<file path="src/rtl/ia_compressor.sv">
// ia_compressor: drops zero activations from a dense channel-major tile stream and
// emits (value, h, w, c) entries through a small output FIFO, counting entries pushed.
// Latency: an accepted nonzero word reaches o_valid one cycle later when the FIFO is empty.
// Backpressure: o_ready falls while the FIFO holds FIFO_DEPTH entries, and a pop that cycle
//   does not raise it.
// Ports: i_clk/i_rst (sync, active-high), i_start + i_tile_h/i_tile_w tile setup,
//   i_valid/i_data/o_ready dense input, o_valid/i_ready/o_data/o_h/o_w/o_c_idx sparse output,
//   o_len/o_overflow tile statistics, o_busy/o_done status.
module ia_compressor #(
  parameter int CHANNELS   = 32,
  parameter int DATA_W     = 16,
  parameter int CAP        = 1200,
  parameter int FIFO_DEPTH = 4
) (
  input  logic              i_clk,
  input  logic              i_rst,
  input  logic              i_start,
  input  logic [6:0]        i_tile_h,
  input  logic [6:0]        i_tile_w,
  input  logic              i_valid,
  input  logic [DATA_W-1:0] i_data,
  output logic              o_ready,
  output logic              o_valid,
  input  logic              i_ready,
  output logic [DATA_W-1:0] o_data,
  output logic [6:0]        o_h,
  output logic [6:0]        o_w,
  output logic [4:0]        o_c_idx,
  output logic [10:0]       o_len,
  output logic              o_overflow,
  output logic              o_busy,
  output logic              o_done
);
  localparam int PTR_W = (FIFO_DEPTH > 1) ? $clog2(FIFO_DEPTH) : 1;
  localparam int CNT_W = $clog2(FIFO_DEPTH + 1);

  typedef enum logic [1:0] {S_IDLE, S_RUN, S_DRAIN, S_DONE} state_t;

  typedef struct packed {
    logic [DATA_W-1:0] dat;
    logic [6:0]        h;
    logic [6:0]        w;
    logic [4:0]        c;
  } entry_t;

  state_t           state_q, state_d;
  logic [6:0]       tile_h_q, tile_h_d, tile_w_q, tile_w_d;
  logic [6:0]       h_q, h_d, w_q, w_d;
  logic [4:0]       c_q, c_d;
  logic [10:0]      len_q, len_d;
  logic             ovf_q, ovf_d;
  entry_t           mem_q [FIFO_DEPTH];
  entry_t           mem_d [FIFO_DEPTH];
  logic [PTR_W-1:0] wr_ptr_q, wr_ptr_d, rd_ptr_q, rd_ptr_d;
  logic [CNT_W-1:0] cnt_q, cnt_d;
  logic             fifo_full, fifo_empty, accept, push, pop, last_word, nonzero;
  entry_t           head;

  // Pointer wrap written explicitly so a depth of 1 also works.
  function automatic logic [PTR_W-1:0] ptr_inc(input logic [PTR_W-1:0] p);
    return (p == PTR_W'(FIFO_DEPTH - 1)) ? '0 : p + 1'b1;
  endfunction

  assign fifo_full  = (cnt_q == CNT_W'(FIFO_DEPTH));
  assign fifo_empty = (cnt_q == '0);
  assign o_ready    = (state_q == S_RUN) && !fifo_full;
  assign o_valid    = !fifo_empty;
  assign accept     = i_valid && o_ready;
  assign nonzero    = (i_data != '0);
  assign push       = accept && nonzero && (len_q < 11'(CAP));
  assign pop        = o_valid && i_ready;
  assign last_word  = (h_q == tile_h_q - 7'd1) && (w_q == tile_w_q - 7'd1) &&
                      (c_q == 5'(CHANNELS - 1));

  always_comb begin
    state_d  = state_q;
    tile_h_d = tile_h_q;
    tile_w_d = tile_w_q;
    h_d      = h_q;
    w_d      = w_q;
    c_d      = c_q;
    len_d    = len_q;
    ovf_d    = ovf_q;
    mem_d    = mem_q;
    wr_ptr_d = wr_ptr_q;
    rd_ptr_d = rd_ptr_q;
    cnt_d    = cnt_q;

    case (state_q)
      S_IDLE: begin
        if (i_start) begin
          state_d  = S_RUN;
          tile_h_d = i_tile_h;
          tile_w_d = i_tile_w;
          h_d      = '0;
          w_d      = '0;
          c_d      = '0;
          len_d    = '0;
          ovf_d    = 1'b0;
        end
      end
      S_RUN:   if (accept && last_word) state_d = S_DRAIN;
      S_DRAIN: if (fifo_empty) state_d = S_DONE;
      S_DONE:  state_d = S_IDLE;
      default: state_d = S_IDLE;
    endcase

    // Position counters: c fastest, then w, then h. Only accepted words advance them,
    // and accept is only possible in S_RUN, so this never collides with the start clear.
    if (accept) begin
      if (c_q == 5'(CHANNELS - 1)) begin
        c_d = '0;
        if (w_q == tile_w_q - 7'd1) begin
          w_d = '0;
          h_d = h_q + 7'd1;
        end else begin
          w_d = w_q + 7'd1;
        end
      end else begin
        c_d = c_q + 5'd1;
      end
      // A nonzero that could not be pushed means the tile is already at capacity.
      if (nonzero && !push) ovf_d = 1'b1;
    end

    if (push) begin
      mem_d[wr_ptr_q] = '{dat: i_data, h: h_q, w: w_q, c: c_q};
      wr_ptr_d        = ptr_inc(wr_ptr_q);
      len_d           = len_q + 11'd1;
    end
    if (pop) rd_ptr_d = ptr_inc(rd_ptr_q);

    case ({push, pop})
      2'b10:   cnt_d = cnt_q + 1'b1;
      2'b01:   cnt_d = cnt_q - 1'b1;
      default: cnt_d = cnt_q;
    endcase
  end

  always_ff @(posedge i_clk) begin
    if (i_rst) begin
      state_q  <= S_IDLE;
      tile_h_q <= '0;
      tile_w_q <= '0;
      h_q      <= '0;
      w_q      <= '0;
      c_q      <= '0;
      len_q    <= '0;
      ovf_q    <= 1'b0;
      wr_ptr_q <= '0;
      rd_ptr_q <= '0;
      cnt_q    <= '0;
      // Storage is cleared too so the head outputs read 0 out of reset.
      for (int i = 0; i < FIFO_DEPTH; i++) mem_q[i] <= '0;
    end else begin
      state_q  <= state_d;
      tile_h_q <= tile_h_d;
      tile_w_q <= tile_w_d;
      h_q      <= h_d;
      w_q      <= w_d;
      c_q      <= c_d;
      len_q    <= len_d;
      ovf_q    <= ovf_d;
      wr_ptr_q <= wr_ptr_d;
      rd_ptr_q <= rd_ptr_d;
      cnt_q    <= cnt_d;
      mem_q    <= mem_d;
    end
  end

  assign head       = mem_q[rd_ptr_q];
  assign o_data     = head.dat;
  assign o_h        = head.h;
  assign o_w        = head.w;
  assign o_c_idx    = head.c;
  assign o_len      = len_q;
  assign o_overflow = ovf_q;
  assign o_busy     = (state_q != S_IDLE);
  assign o_done     = (state_q == S_DONE);

endmodule

</file>
<file path="config.mk">
export PLATFORM = sky130hd
export DESIGN_NAME = ia_compressor
export DESIGN_NICKNAME = d
export VERILOG_FILES = /design/src/rtl/ia_compressor.sv
export SDC_FILE = /design/constraint.sdc
export NUM_CORES = 1
export LEC_CHECK = 0
export CORE_MARGIN = 2
export CORE_UTILIZATION = 60
export CTS_CLUSTER_DIAMETER = 100
export DETAILED_ROUTE_END_ITERATION = 16
export HOLD_SLACK_MARGIN = 0.06
export PLACE_DENSITY_LB_ADDON = 0.15
export SLEW_MARGIN = 5
export SYNTH_ARGS = -nofsm -noshare
export SYNTH_HDL_FRONTEND = slang
export SYNTH_SLANG_ARGS = --single-unit
export TNS_END_PERCENT = 5
</file>
<file path="constraint.sdc">
create_clock -name i_clk -period 4.07 [get_ports i_clk]
set_clock_uncertainty 0.1 [all_clocks]
set_input_delay 0.814 -clock i_clk [delete_from_list [all_inputs] [get_ports i_clk]]
set_output_delay 0.814 -clock i_clk [all_outputs]
set_load 0.02 [all_outputs]
</file>
==> flow_metrics.tcl, run 1 <==
set metrics [dict create \
    run_status "finished clean" \
    vias 7863 \
    post_route_setup_tns_ns 0 \
    synth_flop_cell "dfxtp_1" \
    worst-endpoint-required_ns 4.32 \
    layout.filler_cells 1215 \
    regToRegSetupSlack_ns 1.33 \
    final_period_minus_worst_setup_slack_ns 3.56 \
    globalRoute.totalOverflow 0 \
    die_area_um2 16200 \
    synthesis.instances 1071 \
    most-common-layout-cells "dfxtp_1 (192), nand2_1 (188), a21oi_1 (187)" \
    synth_cell_type_count 63 \
    place.gp.congestion 0.780 \
    clkTransAtPathRegs_ns 0.07 \
    holdPathStages 2 \
    ys_async_sr_fraction 0 \
    synth_fp_nets 1125 \
    max_clock_freq_mhz 281 \
    vdd_ir_drop_max_uv 488 \
    cp_data_arrival_time_ns 3.82 \
    clk_lat_worst_skew_ns 0.43 \
    synthMuxAreaShare 0.0873 \
    whs_endpoint "mem_q[11]" \
    yosys.area_share.xor_xnor 0.0197 \
    max-cap-violations 0 \
    setup-violations-final 0 \
    min-delay-start "mem_q[11]" \
    timing.final.crit_share 0.876 \
    detail_route.wl_per_cell_um 17.0 \
    final_net_count 1147 \
    critical_path.startpoint_type "primary input" \
    clock_path_buffers 2 \
    area_growth_pct 14.7 \
    post_synth_and_or_nand_nor_area_fraction 0.238 \
    number_of_remaining_drc_errors 0 \
    adder_and_majority_cell_fraction_of_the_synthesized_area 0.0268 \
    share_of_the_synthesized_area_in_compound_gates_ao_oa_aoi_oai 0.144 \
    power_per_cell_area_nw_per_um2 458 \
    clock_tree_from_tritoncts "yes" \
    core_um2 15000 \
    vias_per_cell 6.08 \
    number_of_levels_in_the_clock_h_tree 4 \
    timing.critical_path.fanout_max 5 \
    p_leak_nw 3.46 \
    synth-seq-cells 194 \
    r2r-end "cnt_q[2]" \
    clock_tree.root_cell "clkbuf_16" \
    portBuffers 85 \
    cts_buf_count 17 \
    regToRegStartpoint "cnt_q[2]" \
    timing.max_slew.rel_slack 0.294 \
    total_power_mw 4.81 \
    most_frequent_standard_cell_in_the_layout_excluding_fill_and_tap_cells "dfxtp_1" \
    ys_warn_count 0 \
    worstMarginPinSlew_ns 1.06 \
    fp.dieW_um 127 \
    n_antenna_cell 0 \
    post_synth.cell_area_avg_um2 8.54 \
    post-cts-setup-buffer-count 0 \
    worst_min_delay_path_class "reg -> reg" \
    worstRegToRegCells 10 \
    ant_nets 0 \
    track_usage 0.277 \
    hpwlAfterDp_um 12900 \
    dr.pass1.iters 5 \
    cts_repair_resize_count 0 \
    dominant_combinational_cell_family_by_area_after_synthesis "simple AND/OR/NAND/NOR gates" \
    layout_cell_share_with_drive_strength_beyond_1 0.0886 \
    hold_buffers 0 \
    clock-sinks 194 \
    critPathCaptureType "flop" \
    standard_cell_row_count 45 \
    chipHeight_um 127 \
    grt_pass1_wl_um 36300 \
    count_of_pins_on_the_block_boundary 86 \
    number_of_global_route_vias_before_repair 7244 \
    syn-cell-area_um2 9150 \
    dr.first_iter.drc_count 753 \
    routed_wl_um 22000 \
    worst-setup-path-type "in -> reg" \
    synth.yosys.seq_area_share 0.425 \
    grt_antenna_before_repair 0 \
    rsz_0062_raised_after_global_routing "false" \
    start_util 0.608 \
    finalHoldViolCount 0 \
    grt_start_max_net_pins 157 \
    timing_max_transition_violations_final 0 \
    synth_edf_count 0 \
    hold_slack_ns 0.352 \
]
## worst max path at each step
stage / slack (ns) / end / depth (start not counted) / startpoint
floorplan: 1.09 / cnt_q[2] / 11 / i_data[12]
global placement: 0.21 / cnt_q[2] / 11 / i_data[2]
detailed placement: 0.19 / cnt_q[2] / 11 / i_data[2]
CTS: 0.62 / cnt_q[2] / 11 / i_data[2]
global route: 0.48 / cnt_q[2] / 11 / i_data[3]
finish: 0.51 / cnt_q[2] / 11 / i_data[2]
## per-layer routing
metal	track usage	wire, µm	vias up
met5	0	0	-
met4	0.0866	309	0
met3	0.0477	1340	23
met2	0.453	10500	267
met1	0.378	9860	3753
li1	-	-	3820
## state kept, by name, indices dropped and copies added (netlist names)
signal / cells
rd_ptr_q: 2
w_q: 7
h_q: 7
state_q: 2
cnt_q: 3
wr_ptr_q: 2
o_len: 11
tile_w_q: 7
c_q: 5
o_overflow: 1
tile_h_q: 7
mem_q: 140
## cell families (layout without fill, tap and decap cells)
logic type | Yosys count | count (layout)
flip-flops | 194 | 194
AND/OR/NAND/NOR | 450 | 450
multiplexers | 36 | 36
adder cells (fa/ha/maj) | 19 | 19
XOR/XNOR | 19 | 19
AO/OA/AOI/OAI | 239 | 239
buffers and inverters | 114 | 149
## synth_stat cells, drive strengths merged, types with 7 or more instances
cell type | number | area, µm²
dfxtp | 194 | 3880
nand2 | 192 | 772
a21oi | 187 | 936
nand3 | 152 | 761
buf | 54 | 325
clkbuf | 41 | 154
mux4 | 35 | 788
nor2 | 33 | 140
o21ai | 24 | 120
inv | 19 | 71.3
ha | 18 | 225
xor2 | 13 | 114
and3 | 12 | 75.1
nor3 | 10 | 55.1
nand3b | 9 | 67.6
nor2b | 8 | 50.1
or3 | 7 | 48.8
## metrics by stage
| step | worst slack [ns] | std cells | area [µm²] | util |
|---|---|---|---|---|
| 2_1_floorplan | 1.09 | 1071 | 9150 | - |
| 3_3_place_gp | 0.210 | 1262 | 9900 | 0.659 |
| 3_5_place_dp | 0.193 | 1262 | 9900 | 0.659 |
| 4_1_cts | 0.618 | 1294 | 10500 | 0.698 |
| 5_1_grt | 0.478 | 1294 | 10500 | 0.698 |
| 6_report | 0.506 | 1294 | 10500 | 0.698 |
## critical path, stage by stage
cell,delay [ns]
clkdlybuf4s50_1,0.49
nor4_1,0.57
nand4_1,0.36
o211a_4,0.27
inv_1,0.07
ha_1,0.18
inv_1,0.06
fa_1,0.37
xor2_1,0.17
or3_1,0.32
a21oi_1,0.14
## final cells by class
cell class	instances	area [µm²]	share of cell area
Clock inverter	8	101	0.00966
Sequential cell	194	3890	0.370
Multi-Input combinational cell	763	4720	0.450
Timing Repair Buffer	98	987	0.0941
Clock buffer	24	492	0.0469
Inverter	19	71.3	0.00680
Tap cell	188	235	0.0224
## power by group
part / internal (mW) / leakage [nW] / switching, mW / total (mW)
clock: 0.970 / 0.282 / 0.709 / 1.68
combinational: 0.406 / 1.61 / 0.688 / 1.09
sequential: 1.97 / 1.57 / 0.0692 / 2.04
Power figures use the tool's default switching activity.
==> run 2: changes to the inputs <==
--- a/config.mk
+++ b/config.mk
@@ -5,12 +5,15 @@
 export SDC_FILE = /design/constraint.sdc
 export NUM_CORES = 1
 export LEC_CHECK = 0
+export CORE_ASPECT_RATIO = 1.25
 export CORE_MARGIN = 2
 export CORE_UTILIZATION = 60
 export CTS_CLUSTER_DIAMETER = 100
 export DETAILED_ROUTE_END_ITERATION = 16
 export HOLD_SLACK_MARGIN = 0.06
 export PLACE_DENSITY_LB_ADDON = 0.15
+export REMOVE_ABC_BUFFERS = 1
+export SKIP_LAST_GASP = 1
 export SLEW_MARGIN = 5
 export SYNTH_ARGS = -nofsm -noshare
 export SYNTH_HDL_FRONTEND = slang
==> flow_metrics.tcl, run 2 (synthesis gave the netlist of run 1 again) <==
set metrics [dict create \
    clock_tree_from_tritoncts "yes" \
    area_growth_pct 15.4 \
    place.gp.congestion 0.811 \
    fp.dieW_um 114 \
    post-route-cell-area_um2 10600 \
    worst-setup-path-type "in -> reg" \
    clock-sinks 194 \
    postPlaceCellArea_um2 9940 \
    finalHoldViolCount 0 \
    sequential_power_share 0.416 \
    clock_path_buffers 2 \
    layout_cell_share_with_drive_strength_beyond_1 0.0961 \
    post-cts-setup-buffer-count 0 \
    total_power_mw 4.88 \
    cell_internal_pwr_mw 3.38 \
    hpwlAfterDp_um 12800 \
    multiInputGateArea_um2 4720 \
    most-common-layout-cells "dfxtp_1 (193), nand2_1 (188), a21oi_1 (187)" \
    post-route-util 0.706 \
    dp_cells 1263 \
    largest-register "mem_q" \
    most_frequent_standard_cell_in_the_layout_excluding_fill_and_tap_cells "dfxtp_1" \
    crit_path_cell_trace "clkdlybuf4s50_1 > nor4_1 > buf_4 > nand4_1 > o211a_4 > buf_4 > buf_4 > nand3_1 > a21oi_1" \
    die_area_um2 16300 \
    vias_per_cell 6.03 \
    power.share.combinational 0.229 \
    worst-endpoint-required_ns 4.31 \
    dr.pass1.iters 5 \
    worst_path_max_delay_cell "buf_4" \
    portBuffers 85 \
    seqCellArea_um2 3880 \
    p_leak_nw 3.52 \
    grt_pass1_wl_um 35800 \
    rsz_0062_raised_after_global_routing "false" \
    dpl_worst_slack_ns 0.0346 \
    core_um2 15000 \
    worstMarginPinSlew_ns 1.18 \
    critical_path.most_common_cell "buf_4" \
    track_usage 0.275 \
    critPathCaptureType "flop" \
    number_of_remaining_drc_errors 0 \
    cts_buf_count 17 \
    cts_repair_resize_count 0 \
    timing.critical_path.slowest_cell_delay_ns 0.86 \
    routed_wl_um 21900 \
    layout.filler_cells 1221 \
    count_of_pins_on_the_block_boundary 86 \
    timing.critical_path.fanout_max 99 \
    vias 7805 \
    max-cap-violations 0 \
    number_of_global_route_vias_before_repair 7228 \
    max_reg_flops 140 \
    max_clock_freq_mhz 269 \
    power_switching_share 0.306 \
    timing_max_transition_violations_final 0 \
    final_period_minus_worst_setup_slack_ns 3.71 \
    p_sw_mw 1.49 \
    clk_lat_worst_skew_ns 0.43 \
    run_status "finished clean" \
    setup-violations-final 0 \
    timing.max_slew.rel_slack 0.210 \
    critical_path.startpoint_type "primary input" \
    standard_cell_row_count 50 \
    ant_nets 0 \
    post_route_setup_tns_ns 0 \
    worst_min_delay_path_class "reg -> reg" \
    final_cells 1295 \
    grt_antenna_before_repair 0 \
    vdd_ir_drop_max_uv 437 \
    power_per_cell_area_nw_per_um2 462 \
    final_net_count 1154 \
    number_of_levels_in_the_clock_h_tree 4 \
    cp_data_arrival_time_ns 3.95 \
    share_clk_of_total_power 0.355 \
    start_util 0.612 \
    hold_slack_ns 0.352 \
    grt_start_max_net_pins 100 \
    timing.final.crit_share 0.912 \
    n_antenna_cell 0 \
    globalRoute.totalOverflow 0 \
    detail_route.wl_per_cell_um 16.9 \
    hold_buffers 0 \
    clock_tree.root_cell "clkbuf_16" \
    clkTransAtPathRegs_ns 0.07 \
    chipHeight_um 142 \
    dr.first_iter.drc_count 769 \
    setup_ws_ns 0.359 \
]
## run 2: cell count changes in the layout (fill, tap and decap cells not counted), sizes merged
cell	before	now
buf	14	21
bufinv	2	3
clkbuf	24	19
clkinv	3	8
clkinvlp	3	2
## run 2: worst paths after layout
| kind | from | end | slack, ns | depth (start not counted) |
|---|---|---|---|---|
| max | i_data[6] | mem_q[8] | 0.36 | 9 |
| min | mem_q[61] | mem_q[61] | 0.35 | 2 |
| max reg2reg | o_len[5] | mem_q[8] | 0.73 | 7 |
| min reg2reg | mem_q[61] | mem_q[61] | 0.35 | 2 |
## run 2: layout make-up
type	count	share of cell area
Sequential cell	194	0.368
Clock buffer	19	0.0429
Clock inverter	13	0.0152
Timing Repair Buffer	105	0.0985
Multi-Input combinational cell	763	0.447
Tap cell	182	0.0216
Inverter	19	0.00676
## run 2: worst max-delay path: cells and delay by family
family	cells	cell delay [ns]
and+or+nand+nor	3	0.44
AOI/OAI and AO/OA	2	0.39
buffers and inverters	4	2.22
## run 2: power groups by stage
stage | sequential (mW) | clock [mW] | combinational [mW]
final | 2.03 | 1.73 | 1.12
after CTS | 2.03 | 1.75 | 1.12
after floorplan | 2.11 | 0 | 0.677
after global routing | 2.04 | 1.82 | 1.22
after global placement | 2.07 | 0 | 1.11
after detailed placement | 2.07 | 0 | 1.11
## run 2: metal layers
metal / GRT usage / share of wire
met3: 0.0460 / 0.059
met2: 0.456 / 0.49
met5: 0 / 0
met1: 0.360 / 0.43
met4: 0.102 / 0.020
==> run 3: changes to the inputs <==
--- a/config.mk
+++ b/config.mk
@@ -8,7 +8,6 @@
 export CORE_ASPECT_RATIO = 1.25
 export CORE_MARGIN = 2
 export CORE_UTILIZATION = 60
-export CTS_CLUSTER_DIAMETER = 100
 export DETAILED_ROUTE_END_ITERATION = 16
 export HOLD_SLACK_MARGIN = 0.06
 export PLACE_DENSITY_LB_ADDON = 0.15
==> results of run 3 <==
Final layout, timing and power as in run 2 (identical DEF).
